`src/rtl/fir4_share_pkg.sv`:
```
// Shared types and constants for the time-multiplexed 4-tap moving-sum scheduler.
package fir4_share_pkg;

  localparam int W_DEFAULT = 16;

  typedef enum logic [2:0] {
    IDLE,
    ADD1,
    ADD2,
    ADD3,
    OUT
  } sched_state_t;

  // Channel-index width; never below 1 so a single-bit index always exists.
  function automatic int ch_w(input int n);
    return (n <= 2) ? 1 : $clog2(n);
  endfunction

endpackage

```
`src/rtl/fir4_share_adder.sv`:
```
// The single shared accumulate adder; kept apart so its architecture can change freely.
module fir4_share_adder #(
  parameter int WS = 18
) (
  input  logic [WS-1:0] a_i,
  input  logic [WS-1:0] b_i,
  output logic [WS-1:0] sum_o
);

  assign sum_o = a_i + b_i;

endmodule

```
`src/rtl/fir4_share_sched.sv`:
```
// Round-robin scheduler sharing one adder among NCH 4-tap moving-sum channels.
module fir4_share_sched
  import fir4_share_pkg::*;
#(
  parameter int W   = W_DEFAULT,
  parameter int NCH = 4
) (
  input  logic                    clk,
  input  logic                    reset,
  input  logic [NCH-1:0]          in_valid,
  input  logic [NCH*W-1:0]        in_data,
  output logic [NCH-1:0]          in_ready,
  output logic                    out_valid,
  input  logic                    out_ready,
  output logic [W+1:0]            out_data,
  output logic [ch_w(NCH)-1:0]    out_ch,
  output logic                    busy
);

  localparam int CW = ch_w(NCH);

  sched_state_t    state_q;
  logic [CW-1:0]   ptr_q;
  logic [CW-1:0]   cur_q;
  logic [W+1:0]    acc_q;
  logic [W+1:0]    acc_d;
  logic [W-1:0]    hist_q [NCH][4];

  logic [W-1:0]    samp [NCH];
  logic            gnt_vld;
  logic [CW-1:0]   gnt_idx;
  logic [CW-1:0]   scan_idx;
  logic [W+1:0]    op_a;
  logic [W+1:0]    op_b;

  always_comb begin
    for (int c = 0; c < NCH; c++) begin
      samp[c] = in_data[c*W +: W];
    end
  end

  // Scan starts at ptr_q; NCH is a power of two so the index wraps naturally.
  always_comb begin
    gnt_vld  = 1'b0;
    gnt_idx  = '0;
    scan_idx = '0;
    for (int k = 0; k < NCH; k++) begin
      scan_idx = ptr_q + CW'(k);
      if (!gnt_vld && in_valid[scan_idx]) begin
        gnt_vld = 1'b1;
        gnt_idx = scan_idx;
      end
    end
  end

  assign in_ready = (state_q == IDLE && gnt_vld)
                    ? ({{(NCH-1){1'b0}}, 1'b1} << gnt_idx) : '0;

  always_comb begin
    op_a = '0;
    op_b = '0;
    case (state_q)
      ADD1: begin
        op_a = {2'b00, hist_q[cur_q][0]};
        op_b = {2'b00, hist_q[cur_q][1]};
      end
      ADD2: begin
        op_a = acc_q;
        op_b = {2'b00, hist_q[cur_q][2]};
      end
      ADD3: begin
        op_a = acc_q;
        op_b = {2'b00, hist_q[cur_q][3]};
      end
      default: ;
    endcase
  end

  fir4_share_adder #(.WS(W+2)) u_adder (
    .a_i   (op_a),
    .b_i   (op_b),
    .sum_o (acc_d)
  );

  always_ff @(posedge clk) begin
    if (reset) begin
      state_q <= IDLE;
      ptr_q   <= '0;
      cur_q   <= '0;
      acc_q   <= '0;
      for (int c = 0; c < NCH; c++) begin
        for (int t = 0; t < 4; t++) begin
          hist_q[c][t] <= '0;
        end
      end
    end else begin
      case (state_q)
        IDLE: begin
          if (gnt_vld) begin
            hist_q[gnt_idx][0] <= samp[gnt_idx];
            hist_q[gnt_idx][1] <= hist_q[gnt_idx][0];
            hist_q[gnt_idx][2] <= hist_q[gnt_idx][1];
            hist_q[gnt_idx][3] <= hist_q[gnt_idx][2];
            cur_q              <= gnt_idx;
            ptr_q              <= gnt_idx + CW'(1);
            state_q            <= ADD1;
          end
        end
        ADD1: begin
          acc_q   <= acc_d;
          state_q <= ADD2;
        end
        ADD2: begin
          acc_q   <= acc_d;
          state_q <= ADD3;
        end
        ADD3: begin
          acc_q   <= acc_d;
          state_q <= OUT;
        end
        OUT: begin
          if (out_ready) state_q <= IDLE;
        end
        default: state_q <= IDLE;
      endcase
    end
  end

  assign out_valid = (state_q == OUT);
  assign out_data  = acc_q;
  assign out_ch    = cur_q;
  assign busy      = (state_q != IDLE);

endmodule

```
`config.mk`:
```
export PLATFORM = sky130hd
export DESIGN_NAME = fir4_share_sched
export DESIGN_NICKNAME = d
export VERILOG_FILES = /design/src/rtl/fir4_share_pkg.sv /design/src/rtl/fir4_share_adder.sv /design/src/rtl/fir4_share_sched.sv
export SDC_FILE = /design/constraint.sdc
export NUM_CORES = 1
export LEC_CHECK = 0
export ABC_AREA = 1
export BUFFER_PORTS_ARGS = -buffer_cell sky130_fd_sc_hd__buf_2
export CORE_MARGIN = 1
export CORE_UTILIZATION = 55
export DETAILED_ROUTE_END_ITERATION = 10
export PLACE_DENSITY = 0.76
export SLEW_MARGIN = 15
export SYNTH_ARGS = -nofsm -noshare
export SYNTH_HDL_FRONTEND = slang
export SYNTH_SLANG_ARGS = --single-unit
```
`constraint.sdc`:
```
create_clock -name clk -period 5 [get_ports clk]
set_clock_uncertainty 0.2 [all_clocks]
set_input_delay 1 -clock clk [delete_from_list [all_inputs] [get_ports clk]]
set_output_delay 1 -clock clk [all_outputs]
set_load 0.01 [all_outputs]
```
=== Word level (Yosys, flattened, before mapping) ===
Memory sizes are Yosys's and may differ from the RTL's. A register that Yosys moved wholly into a read port is not among the register bits.
Index checks and enable logic that the tools add are counted.
W data, S select, Z words.

* Add/sub/neg operators: 5
* $lt $le $gt $ge: 5
* Eq/ne operators: 6
* Shift-type cells: 1
* Multiplexer cells: 36
* Bitwise logic cells: 1
* Reduce and logical (&&, ||, !) cells: 14

{| class="wikitable"
|+ Operators with widths
! kind !! number
|-
| $mux W64 || 1
|-
| $reduce_or A64 Y1 || 1
|-
| $pmux W16 S3 || 1
|-
| $pmux W18 S2 || 1
|-
| $bmux W16 S2 || 1
|-
| $mux W16 || 2
|-
| $add A18 B16 Y18 || 1
|-
| $mux W1 || 15
|-
| $pmux W3 S5 || 1
|-
| $mux W2 || 7
|-
| $lt A2 B3 Y1 const B || 4
|-
| $bmux W1 S2 || 4
|-
| $eq A3 B2 Y1 const B || 2
|-
| $mux W3 || 2
|-
| $add A2 B1 Y2 const B || 2
|-
| $add A2 B2 Y2 const B || 2
|-
| $logic_and A1 B1 Y1 || 4
|-
| $mux W4 || 1
|-
| $reduce_and A2 Y1 || 2
|-
| $shl A1 B2 Y4 const A || 1
|-
| $eq A3 B1 Y1 const B || 1
|-
| $eq A3 B3 Y1 const B || 1
|-
| $ge A3 B3 Y1 const B || 1
|-
| $logic_not A1 Y1 || 3
|-
| other kinds (7) || 7
|}

* Register bits: 25
* Bits in writable memories: 256
* Input port bits: 71
* Logic and storage cells: 73
* Memories: 1

{| class="wikitable"
|+ Memories
! memory !! words !! bits a word !! rd ports !! clocked after Yosys merged registers in !! wr ports !! line !! source
|-
| hist_q || 4 || 64 || 2 || 1 || 4 || fir4_share_sched.sv:27 || <nowiki>logic [W-1:0] hist_q [NCH][4];</nowiki>
|}

=== Longest topological paths before layout ===
Gate-level depths: netlist of run 1.

* Depth in word-level cells: 18
* Depth in mapped cells: 20
* Depth with buffers taken out: 18

=== Cells and area by module ===
A second synthesis of run 1 with hierarchy kept.

* Cell total of the unflattened synthesis: 2109
* Area, all modules: 16963.8 sq um

{| class="wikitable"
|+ By module, submodules not included
! module !! times used !! cells each !! area an instance (sq um) !! seq. area each (sq um)
|-
| fir4_share_sched || 1 || 1930 || 15987.8 || 8227.9
|-
| fir4_share_adder || 1 || 179 || 975.9 || 0.0
|}

=== Worst setup path after synthesis of run 1 ===
Ideal clock, no wire load.

* Path type: in2reg
* Start: input port in_valid[3]
* End: memory hist_q[1][0] (netlist name) (enable)
* Arrival time: 3.684 ns
* Path slack: 0.425 ns
* Stages: 15
* Buffers on the path: 4
* Cells stage by stage: inv_1 -> nand2_1 -> nand3_1 -> nand2_2 -> nor2_4 -> nand3_2 -> nand3_2 -> buf_6 -> buf_4 -> inv_1 -> ha_1 -> nand2_1 -> buf_2 -> buf_2 -> nand2_1

{| class="wikitable"
|+ RTL lines
! item !! line !! source
|-
| from (decl) || fir4_share_sched.sv:10 || <nowiki>input logic [NCH-1:0] in_valid,</nowiki>
|-
| to (decl) || fir4_share_sched.sv:27 ||
|}

==> results by group, run 1 <==
Placed design
  • Placed cell area: 16100 um2
  • I/O Buffers: 96
  • DP Wirelength: about 26000 um
  • Routability cong.: between 0.9 and 1

STA
  • Final Critical Period: about 4.1 ns
  • Unrepaired setup endpoints after global routing: no
  • Crit share post-route: 0.811
  • Setup TNS: 0 ns
  • Slew @ Worst Pin: about 0.98 ns
  • Pins Over Slew Limit: 0
  • Final setup violation count: 0
  • WHS: 0.336 ns
  • FMAX: around 250 MHz
  • Final count of hold timing violations: 0
  • Worst slew margin: 0.348

Setup path
  • WP buf/inv: 3
  • CP max FO: 68
  • Slowest-stage cell, CP: dfxtp_4
  • Critical path capture point type: register
  • Worst Setup Start Kind: register
  • Most used cell, CP: nand2_1
  • Critical path's top delay family: simple AND/OR/NAND/NOR gates
  • Worst EP required: 5.25 ns
  • CP cell instances: clkinv_2, buf_12, o21ai_0, o22ai_1, a22o_1, nor2_1, inv_1, ha_1, nand3_1, nand2_1, nand2_1, nand2_1, nand3_1, nand2_1, nand2_1, nand3_1, nand2_1, nor2_1, nor2_1
  • Crit path kind: register to register
  • Arrival time worst endpoint: 4.30 ns
  • CP max stage delay: between 0.6 and 0.7 ns

Logic synthesis
  • Sequential area share after synthesis: 0.531
  • Mapped cell area: roughly 15000 um2
  • Main flop type after synthesis: edfxtp_1
  • Syn nets: slightly below 2000
  • Yosys top cell area share: 0.496
  • Synth area leaders: edfxtp_1 (50%), nand3_1 (9.6%), nor2_1 (9.4%), nand2_1 (8.9%), o21ai_0 (4.4%)
  • Distinct cell type count after synthesis: 33
  • Mean area per synthesized cell: 8.29 um2
  • EDFF count, synth: between 200 and 300
  • Cell taking the most area after synthesis: edfxtp_1
  • Post-Syn Instances: approximately 1900
  • Async SR Flop Fraction: 0
  • #FFs+latches synth: ~280
  • Syn. warnings: 0

Global route
  • Grt peak-use layer: met2
  • Met2 Track Usage GR: 0.528
  • First-pass GRT wire length: between 70000 and 80000 um
  • Met1 Track Usage GR: 0.418
  • Overflow left after global routing: 0
  • Initial antenna violation count: 2
  • Vias in the first global route: roughly 14000
  • All-Layer GR Usage: 0.322
  • Largest net degree at the start of global routing: 129
  • M3 GR Usage: 0.0537

CTS
  • # Post-CTS Setup Buffers: 0
  • Sink Count: 283
  • Worst skew pair latency: 0.58 ns
  • Clk buf depth: 3
  • H-tree level count: 1
  • Reg clk slew, reported paths: roughly 0.06 ns
  • TritonCTS clock tree: built
  • Hold_buf cts: 0
  • CTS buffer count: 30
  • Post-CTS Resized: 0
  • Root Driver: clkbuf_16

Die
  • Initial core utilization: 0.558
  • # rows: slightly above 60
  • Ports: between 90 and 100
  • Die footprint: 28800 um2
  • Die Y: 170 um
  • Total core area: 27800 um2
  • Die Wd: around 170 um

Power
  • Peak supply drop: just under 0.0008 V
  • Power Density: between 700 and 800 nW/um2
  • Pleak: 7.05 nW
  • Power, Total: 12.9 mW

Layout
  • Layout cells sized above 1: 0.101
  • Post-layout nets: roughly 2000
  • Syn-to-layout area delta: 10.7%
  • Final instance area: between 15000 and 20000 um2
  • Antenna Cells: 0
  • Post-layout util: 0.617

Route
  • Routed vias/inst: around 6.2
  • 1st-pass router iterations: 6
  • Routed vias: approximately 14000
  • Routed WL: roughly 46000 um
  • Routed Antenna Nets: 0
  • DRC Markers: 0
  • Initial DRC Count: around 1500
  • Routed len/inst: between 20 and 25 um

Flow run
  • Max Cap Violations: 0

Status
  • Status: complete, no violations

Worst hold path
  • Worst hold path type: register to register
==> metrics by stage <==
stage / std cells / setup WS [ns]
floorplan: 1869 / 0.425
global placement: 2232 / 1.14
detailed placement: 2232 / 1.07
CTS: 2287 / 1.04
global route: 2287 / 0.593
finish: 2287 / 0.944
==> registers in the layout, summed over array words and instances, names as in the netlist, named ones only <==
| signal | count |
|---|---|
| out_data | 18 |
| ptr_q | 2 |
| hist_q | 256 |
| out_ch | 2 |
| state_q | 3 |
==> metal layers <==
metal  vias to the layer above  routed length, um
met5                         -                 13
met4                         2               2020
met3                       173               5380
met2                       942              21000
met1                      6554              17500
li1                       6414                  -
==> final cells by class <==
type,instances,area (um2)
Sequential cell,283,8230
Clock buffer,39,795
Inverter,80,302
Fill cell,2350,10600
Multi-Input combinational cell,1367,6350
Timing Repair Buffer,124,766
Clock inverter,16,221
Tap cell,378,473
==> worst min-delay path, stage by stage, from the launching register on <==
cell and delay [ns]:
dfxtp_1 0.32, nand2_1 0.07, a21oi_1 0.09
==> layout by cell type (no fill, tap or decap), types with 2 or more instances in the layout <==
master and instances:
nor2_1 386, nand2_1 358, nand3_1 297, edfxtp_1 256, o21ai_0 135, buf_2 96, inv_1 74, a21oi_1 66
o22ai_1 47, clkbuf_16 30, dfxtp_1 25, buf_4 22, ha_1 20, a221o_1 13, nand2_2 8, xor2_1 8
clkbuf_1 8, buf_12 6, nand2_4 5, inv_2 5, bufinv_16 5, clkinv_2 4, clkinv_1 4, a32o_1 3
nor3_1 3, a21o_1 3, o21bai_1 3, a31oi_1 2, nand3_4 2, clkinv_4 2
==> power by group <==
part	leakage, nW	total, mW	switching, mW	internal, mW
Sequential	2.89	3.97	0.400	3.57
Combinational	3.67	6.66	4.86	1.80
Clock	0.490	2.31	0.932	1.38
==> path summary, 6_finish.rpt <==
path / startpoint / endpoint / slack [ns] / cells after the start
worst max-delay path: register / out_data[13] / 0.94 / 19
worst min-delay path: out_ch[0] / register / 0.34 / 2
worst max register to register: register / out_data[13] / 0.94 / 19
worst min register to register: out_ch[0] / register / 0.34 / 2
==> synth_stat cells (all sizes together), types with 2 or more instances <==
cell    count
ha         20
clkbuf     58
o22ai      47
o21bai      3
xor2        8
inv        79
edfxtp    256
buf        81
a21o        3
a21oi      66
nor3        4
nor2      388
nand3     299
a32o        3
nand2     371
a221o      13
dfxtp      27
o21ai     135
a31oi       2
==> cells by family (layout without fill, tap and decap cells) <==
group           after synthesis  in the layout  share of synthesized area
flops                       283            283                      0.531
simple gates               1062           1062                      0.284
xor+xnor                      9              9                    0.00509
compound gates              275            275                     0.0995
fa+ha+maj                    21             21                     0.0174
buf+inv                     219            259                     0.0632
No activity file was read; power rests on OpenSTA's default activity.
==> run 2, diff against run 1 <==
Clock period 5 ns to 3.75 ns, I/O delays scaled along.
==> results by group, run 2 (synthesized netlist as in run 1, its figures left out) <==
Power
  • NetSw: 8.32 mW
  • Switching part of the total power: 0.480
  • Clk pwr share: 0.165
  • Int Pwr: 9.01 mW
  • Comb power frac: 0.532
  • Pleak: between 7 and 8 nW
  • Peak supply drop: roughly 0.0009 V
  • Seq pwr share: 0.303
  • Power Density: 998 nW/um2

STA
  • Final WS setup: about 0.2 ns
  • Final setup violation count: 0
  • Final count of hold timing violations: 0
  • Final Critical Period: between 3 and 4 ns
  • Pins Over Slew Limit: 0
  • Setup TNS: 0 ns
  • Unrepaired setup endpoints after global routing: no
  • Slew @ Worst Pin: roughly 0.74 ns
  • WHS: ~0.35 ns
  • Crit share post-route: 0.947
  • FMAX: roughly 280 MHz
  • Worst slew margin: 0.508

Route
  • 1st-pass router iterations: 6
  • Routed WL: between 40000 and 50000 um
  • Routed len/inst: between 15 and 20 um
  • Routed vias: around 14000
  • Routed vias/inst: around 6
  • Routed Antenna Nets: 0
  • DRC Markers: 0
  • Initial DRC Count: approximately 1800

Layout
  • Post-layout util: 0.625
  • Syn-to-layout area delta: 12.1%
  • Fin cells: 2308
  • Commonest non-fill, non-tap cell in the layout: nor2_1
  • Most flop-heavy register: hist_q
  • Layout cells sized above 1: 0.111
  • Commonest non-fill, non-tap cells in the layout: nor2_1 (386), nand2_1 (358), nand3_1 (297)
  • Max FFs per register: 256
  • Post-layout nets: about 2000

CTS
  • CTS buffer count: 30
  • Reg clk slew, reported paths: roughly 0.06 ns
  • # Post-CTS Setup Buffers: 0
  • Root Driver: clkbuf_16
  • H-tree level count: 1
  • Worst skew pair latency: approximately 0.57 ns
  • Clk buf depth: 3
  • Sink Count: approximately 280
  • TritonCTS clock tree: built

Global route
  • First-pass GRT wire length: ~70000 um
  • All-Layer GR Usage: 0.321
  • Largest net degree at the start of global routing: 129
  • Overflow left after global routing: 0
  • Initial antenna violation count: 3
  • Vias in the first global route: 13400

Placed design
  • Placed Instances: 2252
  • Post-place setup slack: approximately 0.45 ns
  • DP Wirelength: 27900 um
  • I/O Buffers: 96
  • Routability cong.: roughly 0.95

Die
  • Die Y: between 150 and 200 um
  • # rows: 61
  • Ports: between 90 and 100
  • Die Wd: 170 um
  • Total core area: around 28000 um2
  • Die footprint: around 29000 um2
  • Initial core utilization: 0.558

Setup path
  • Arrival time worst endpoint: between 2 and 3 ns
  • CP max FO: 11
  • Crit path depth: 14
  • Critical path's top delay family: simple AND/OR/NAND/NOR gates
  • Worst EP required: roughly 2.8 ns
  • Critical Path End: in_ready[3]
  • Most used cell, CP: nand2_1
  • WP buf/inv: 4
  • Worst-case reg-to-reg path depth: 14
  • CP max stage delay: between 0.4 and 0.5 ns
  • Slowest-stage cell, CP: dfxtp_2
  • Critical R2R Capture: out_data[16]
  • Reg-to-reg setup timing slack: about 0.28 ns
  • Crit path kind: register to primary output
  • Critical path capture point type: primary output
  • Worst Setup Start Kind: register
  • CP cell instances: inv_2, nand2_1, nand2_2, nand2_1, nand2_1, nor2_4, nand3_1, nand3_1, nand2_2, inv_2, ha_1, inv_1, nor2_1, buf_2
  • Crit. Startpoint: ptr_q[0]

Flow run
  • Max Cap Violations: 0

Status
  • Status: complete, no violations

Worst hold path
  • Worst hold path type: primary input to register
## run 2: changes by cell type in the layout (fill, tap and decap cells not counted)
| cell | previous run | this run |
|---|---|---|
| buf_12 | 6 | 17 |
| buf_4 | 22 | 31 |
| bufinv_16 | 5 | 3 |
| clkbuf_1 | 8 | 3 |
| clkbuf_8 | 1 | 0 |
| clkinv_1 | 4 | 7 |
| clkinv_2 | 4 | 10 |
| clkinv_4 | 2 | 0 |
| clkinvlp_4 | 1 | 0 |
| dfxtp_1 | 25 | 24 |
| dfxtp_2 | 1 | 2 |
| diode_2 | 0 | 3 |
## run 2: per-stage QoR
step	area, um2	power, mW
floorplan	15500	11.6
global placement	16400	14.1
detailed placement	16400	14.3
CTS	17400	17.2
global route	17400	18.4
finish	17400	17.3
## run 2: power by group through the flow
stage,Combinational (mW),Sequential [mW],Clock [mW]
2_1_floorplan,6.40,5.18,0
3_3_place_gp,8.80,5.26,0
3_5_place_dp,8.98,5.30,0
4_1_cts,9.04,5.25,2.87
5_1_grt,10.1,5.36,3.00
6_report,9.21,5.26,2.86
## run 2: how the worst min path moves through the flow
| stage | from | to | slack [ns] | cells past startpoint |
|---|---|---|---|---|
| after floorplan | out_ch[0] | register | 0.30 | 2 |
| after global placement | out_data[0] | out_data[0] | 0.33 | 2 |
| after detailed placement | out_data[0] | out_data[0] | 0.34 | 2 |
| after CTS | out_ready | state_q[2] | 0.31 | 4 |
| after global routing | out_ready | state_q[2] | 0.32 | 4 |
| final | out_ready | state_q[2] | 0.35 | 4 |
## run 2: metal layers
layer  up-vias  track usage  wire length (um)
met5         -            0                 0
met4         0        0.124              1250
met3       104       0.0544              5190
met2       901        0.530             21500
met1      6459        0.423             17700
li1       6458            -                 -
## run 2: area by class of cell
class                           instances  area [um2]
Fill cell                            2332       10400
Sequential cell                       283        8230
Multi-Input combinational cell       1367        6350
Timing Repair Buffer                  144        1050
Clock buffer                           33         762
Tap cell                              378         473
Inverter                               80         302
Clock inverter                         20         178
Antenna cell                            3        7.51
## run 2: worst min-delay path, stage by stage
cell	delay, ns
buf_2	0.08
inv_1	0.03
nand2_1	0.11
a21oi_1	0.08
## run 2: repair_timing
item	in CTS	in global routing
setup endpoints to repair	0	4
resized for setup	0	1
hold buffers	0	0
hold endpoints to repair	0	0
==> run 3, diff against run 2 <==
Settings changed: SYNTH_HIERARCHICAL from default to 1.
==> results by group, run 3 <==
Placed design
  • I/O Buffers: 96
  • Post-place setup slack: 0.423 ns
  • Routability cong.: a little under 1
  • DP Wirelength: ~32000 um
  • Placed Instances: about 2500

Setup path
  • WP buf/inv: 3
  • Reg-to-reg critical path startpoint: state_q[2]
  • Reg-to-reg setup timing slack: 0.39 ns
  • CP cell instances: inv_2, nand2_1, nand2_2, nand2_1, nand2_1, a21oi_1, nand2_4, nand2_8, inv_2, nor3_1, buf_2
  • Critical R2R Capture: out_data[16]
  • Crit path depth: 11
  • Slowest-stage cell, CP: dfxtp_2
  • Critical path's top delay family: simple AND/OR/NAND/NOR gates
  • Worst EP required: approximately 2.8 ns
  • Most used cell, CP: nand2_1
  • Crit path kind: register to primary output
  • CP max stage delay: ~0.5 ns
  • CP max FO: 22
  • Critical path capture point type: primary output
  • Arrival time worst endpoint: roughly 2.6 ns
  • Worst-case reg-to-reg path depth: 18
  • Worst Setup Start Kind: register

STA
  • Crit share post-route: 0.955
  • WHS: around 0.27 ns
  • Final Critical Period: between 3 and 4 ns
  • FMAX: about 280 MHz
  • Worst slew margin: 0.461
  • Final WS setup: 0.169 ns
  • Unrepaired setup endpoints after global routing: no
  • Final setup violation count: 0
  • Final count of hold timing violations: 0
  • Slew @ Worst Pin: 0.807 ns
  • Pins Over Slew Limit: 0
  • Setup TNS: 0 ns

Logic synthesis
  • #FFs+latches synth: around 280
  • EDFF count, synth: 256
  • Mean area per synthesized cell: 8.04 um2
  • Syn. warnings: 6
  • Yosys top cell area share: 0.453
  • Async SR Flop Fraction: 0
  • Count leader, synth: nand2_1
  • Post-Syn Instances: roughly 2100
  • Main flop type after synthesis: edfxtp_1
  • Mapped cell area: about 17000 um2
  • Top post-synthesis cells by count: nand2_1 (567), edfxtp_1 (256), inv_1 (194), nand3_1 (182), nor2_1 (152)
  • Cell taking the most area after synthesis: edfxtp_1
  • Sequential area share after synthesis: 0.485
  • Synth area leaders: edfxtp_1 (45%), nand2_1 (13%), nand3_1 (5.4%), nand4_1 (4.8%), inv_1 (4.3%)
  • Distinct cell type count after synthesis: 37

CTS
  • Root Driver: clkbuf_16
  • Hold_buf cts: 0
  • H-tree level count: 1
  • Clk buf depth: 3
  • Worst skew pair latency: between 0.5 and 0.6 ns
  • Reg clk slew, reported paths: 0.06 ns
  • Sink Count: 283
  • TritonCTS clock tree: built
  • CTS buffer count: 29

Die
  • Die Wd: roughly 180 um
  • Ports: between 90 and 100
  • Initial core utilization: 0.566
  • Die Y: roughly 180 um
  • Total core area: about 30000 um2
  • # rows: 63
  • Die footprint: 31500 um2

Worst hold path
  • Worst hold endpoint: state_q[2]
  • Worst hold path type: primary input to register
  • Hold path depth: 4
  • Hold_sp: out_ready

Layout
  • Commonest non-fill, non-tap cell in the layout: nand2_1
  • Post-layout nets: 2202
  • Max FFs per register: ~260
  • Most flop-heavy register: hist_q
  • Commonest non-fill, non-tap cells in the layout: nand2_1 (564), edfxtp_1 (256), inv_1 (193)
  • Layout cells sized above 1: 0.115
  • Syn-to-layout area delta: 9.54%
  • Fin cells: around 2500
  • Antenna Cells: 0

Flow run
  • Max Cap Violations: 0

Route
  • Initial DRC Count: 2242
  • 1st-pass router iterations: 8
  • Routed vias/inst: approximately 6.3
  • WL met1: between 20000 and 25000 um
  • Routed Antenna Nets: 0
  • DRC Markers: 0
  • Routed len/inst: between 20 and 25 um
  • Met3 WL: about 5700 um
  • Routed WL: 53400 um
  • WL met2: ~25000 um
  • Highest Signal Layer: met4
  • Routed vias: 15800

Global route
  • Overflow left after global routing: 0
  • First-pass GRT wire length: about 84000 um
  • All-Layer GR Usage: 0.343
  • Largest net degree at the start of global routing: between 100 and 150
  • Vias in the first global route: around 15000
  • Initial antenna violation count: 0

Power
  • Pleak: ~8.6 nW
  • Power Density: just under 1000 nW/um2
  • Peak supply drop: between 0.0008 and 0.0009 V

Status
  • Status: complete, no violations
==> run 3: area by class of cell <==
type | count | area (um2)
Inverter | 200 | 752
Tap cell | 390 | 488
Fill cell | 2579 | 11400
Clock buffer | 34 | 744
Sequential cell | 283 | 8230
Multi-Input combinational cell | 1461 | 7190
Clock inverter | 17 | 73.8
Timing Repair Buffer | 138 | 1100
==> run 3: worst max-delay path by stage <==
| stage | end | slack [ns] | start |
|---|---|---|---|
| CTS | in_ready[0] | 0.21 | ptr_q[0] |
| finish | in_ready[0] | 0.17 | ptr_q[0] |
| global route | in_ready[2] | 0.05 | ptr_q[0] |
| floorplan | hist_q[3][0] | 0.32 | in_valid[3] |
| global placement | out_data[16] | 0.46 | state_q[2] |
| detailed placement | hist_q[0][15] | 0.42 | in_valid[1] |
==> run 3: kinds of logic (layout without fill, tap and decap cells) <==
logic type	Yosys count	after routing	synth area share
AO/OA/AOI/OAI	370	370	0.125
XOR/XNOR	9	9	0.00465
adder cells (fa/ha/maj)	18	18	0.0137
buffers and inverters	366	389	0.0964
flip-flops	283	283	0.485
other	1	2	0.000221
AND/OR/NAND/NOR	1062	1062	0.275
==> run 3: per-layer routing <==
layer,track usage,vias to the layer above
met4,0.160,0
met3,0.0469,161
met2,0.556,1075
met5,0,-
met1,0.456,7399
li1,-,7213
==> run 3: worst register-to-register path, stage by stage, from the launching register on <==
cell and delay, ns:
dfxtp_1 0.37, nor2_1 0.12, inv_1 0.05, nor2_1 0.22
inv_1 0.07, nand2_1 0.34, a32o_1 0.20, ha_1 0.20
inv_1 0.07, fa_1 0.39, nand3b_1 0.17, nand2_1 0.19
nand3_1 0.12, nand2_2 0.12, nand2_1 0.07, nand3_1 0.07
nand2_1 0.05, o21ai_0 0.14, a21oi_1 0.06
==> run 3: per-stage QoR <==
step	power [mW]	util	area, um2
floorplan	12.4	-	17000
global placement	15.1	0.593	17800
detailed placement	15.3	0.593	17800
CTS	17.9	0.620	18600
global route	19.3	0.620	18600
finish	18.2	0.620	18600
==> run 3: timing repair <==
item | in CTS | in global routing
setup buffers | 0 | 0
endpoints found under the setup margin | 1 | 0
gates resized for setup | 1 | 0
==> run 3: power breakdown <==
group          leakage (nW)  internal, mW  total [mW]  switching [mW]
Combinational          5.35          2.68        10.6            7.93
Clock                 0.402          1.40        2.61            1.21
Sequential             2.89          4.52        5.01           0.491
Total                  8.65          8.61        18.2            9.62
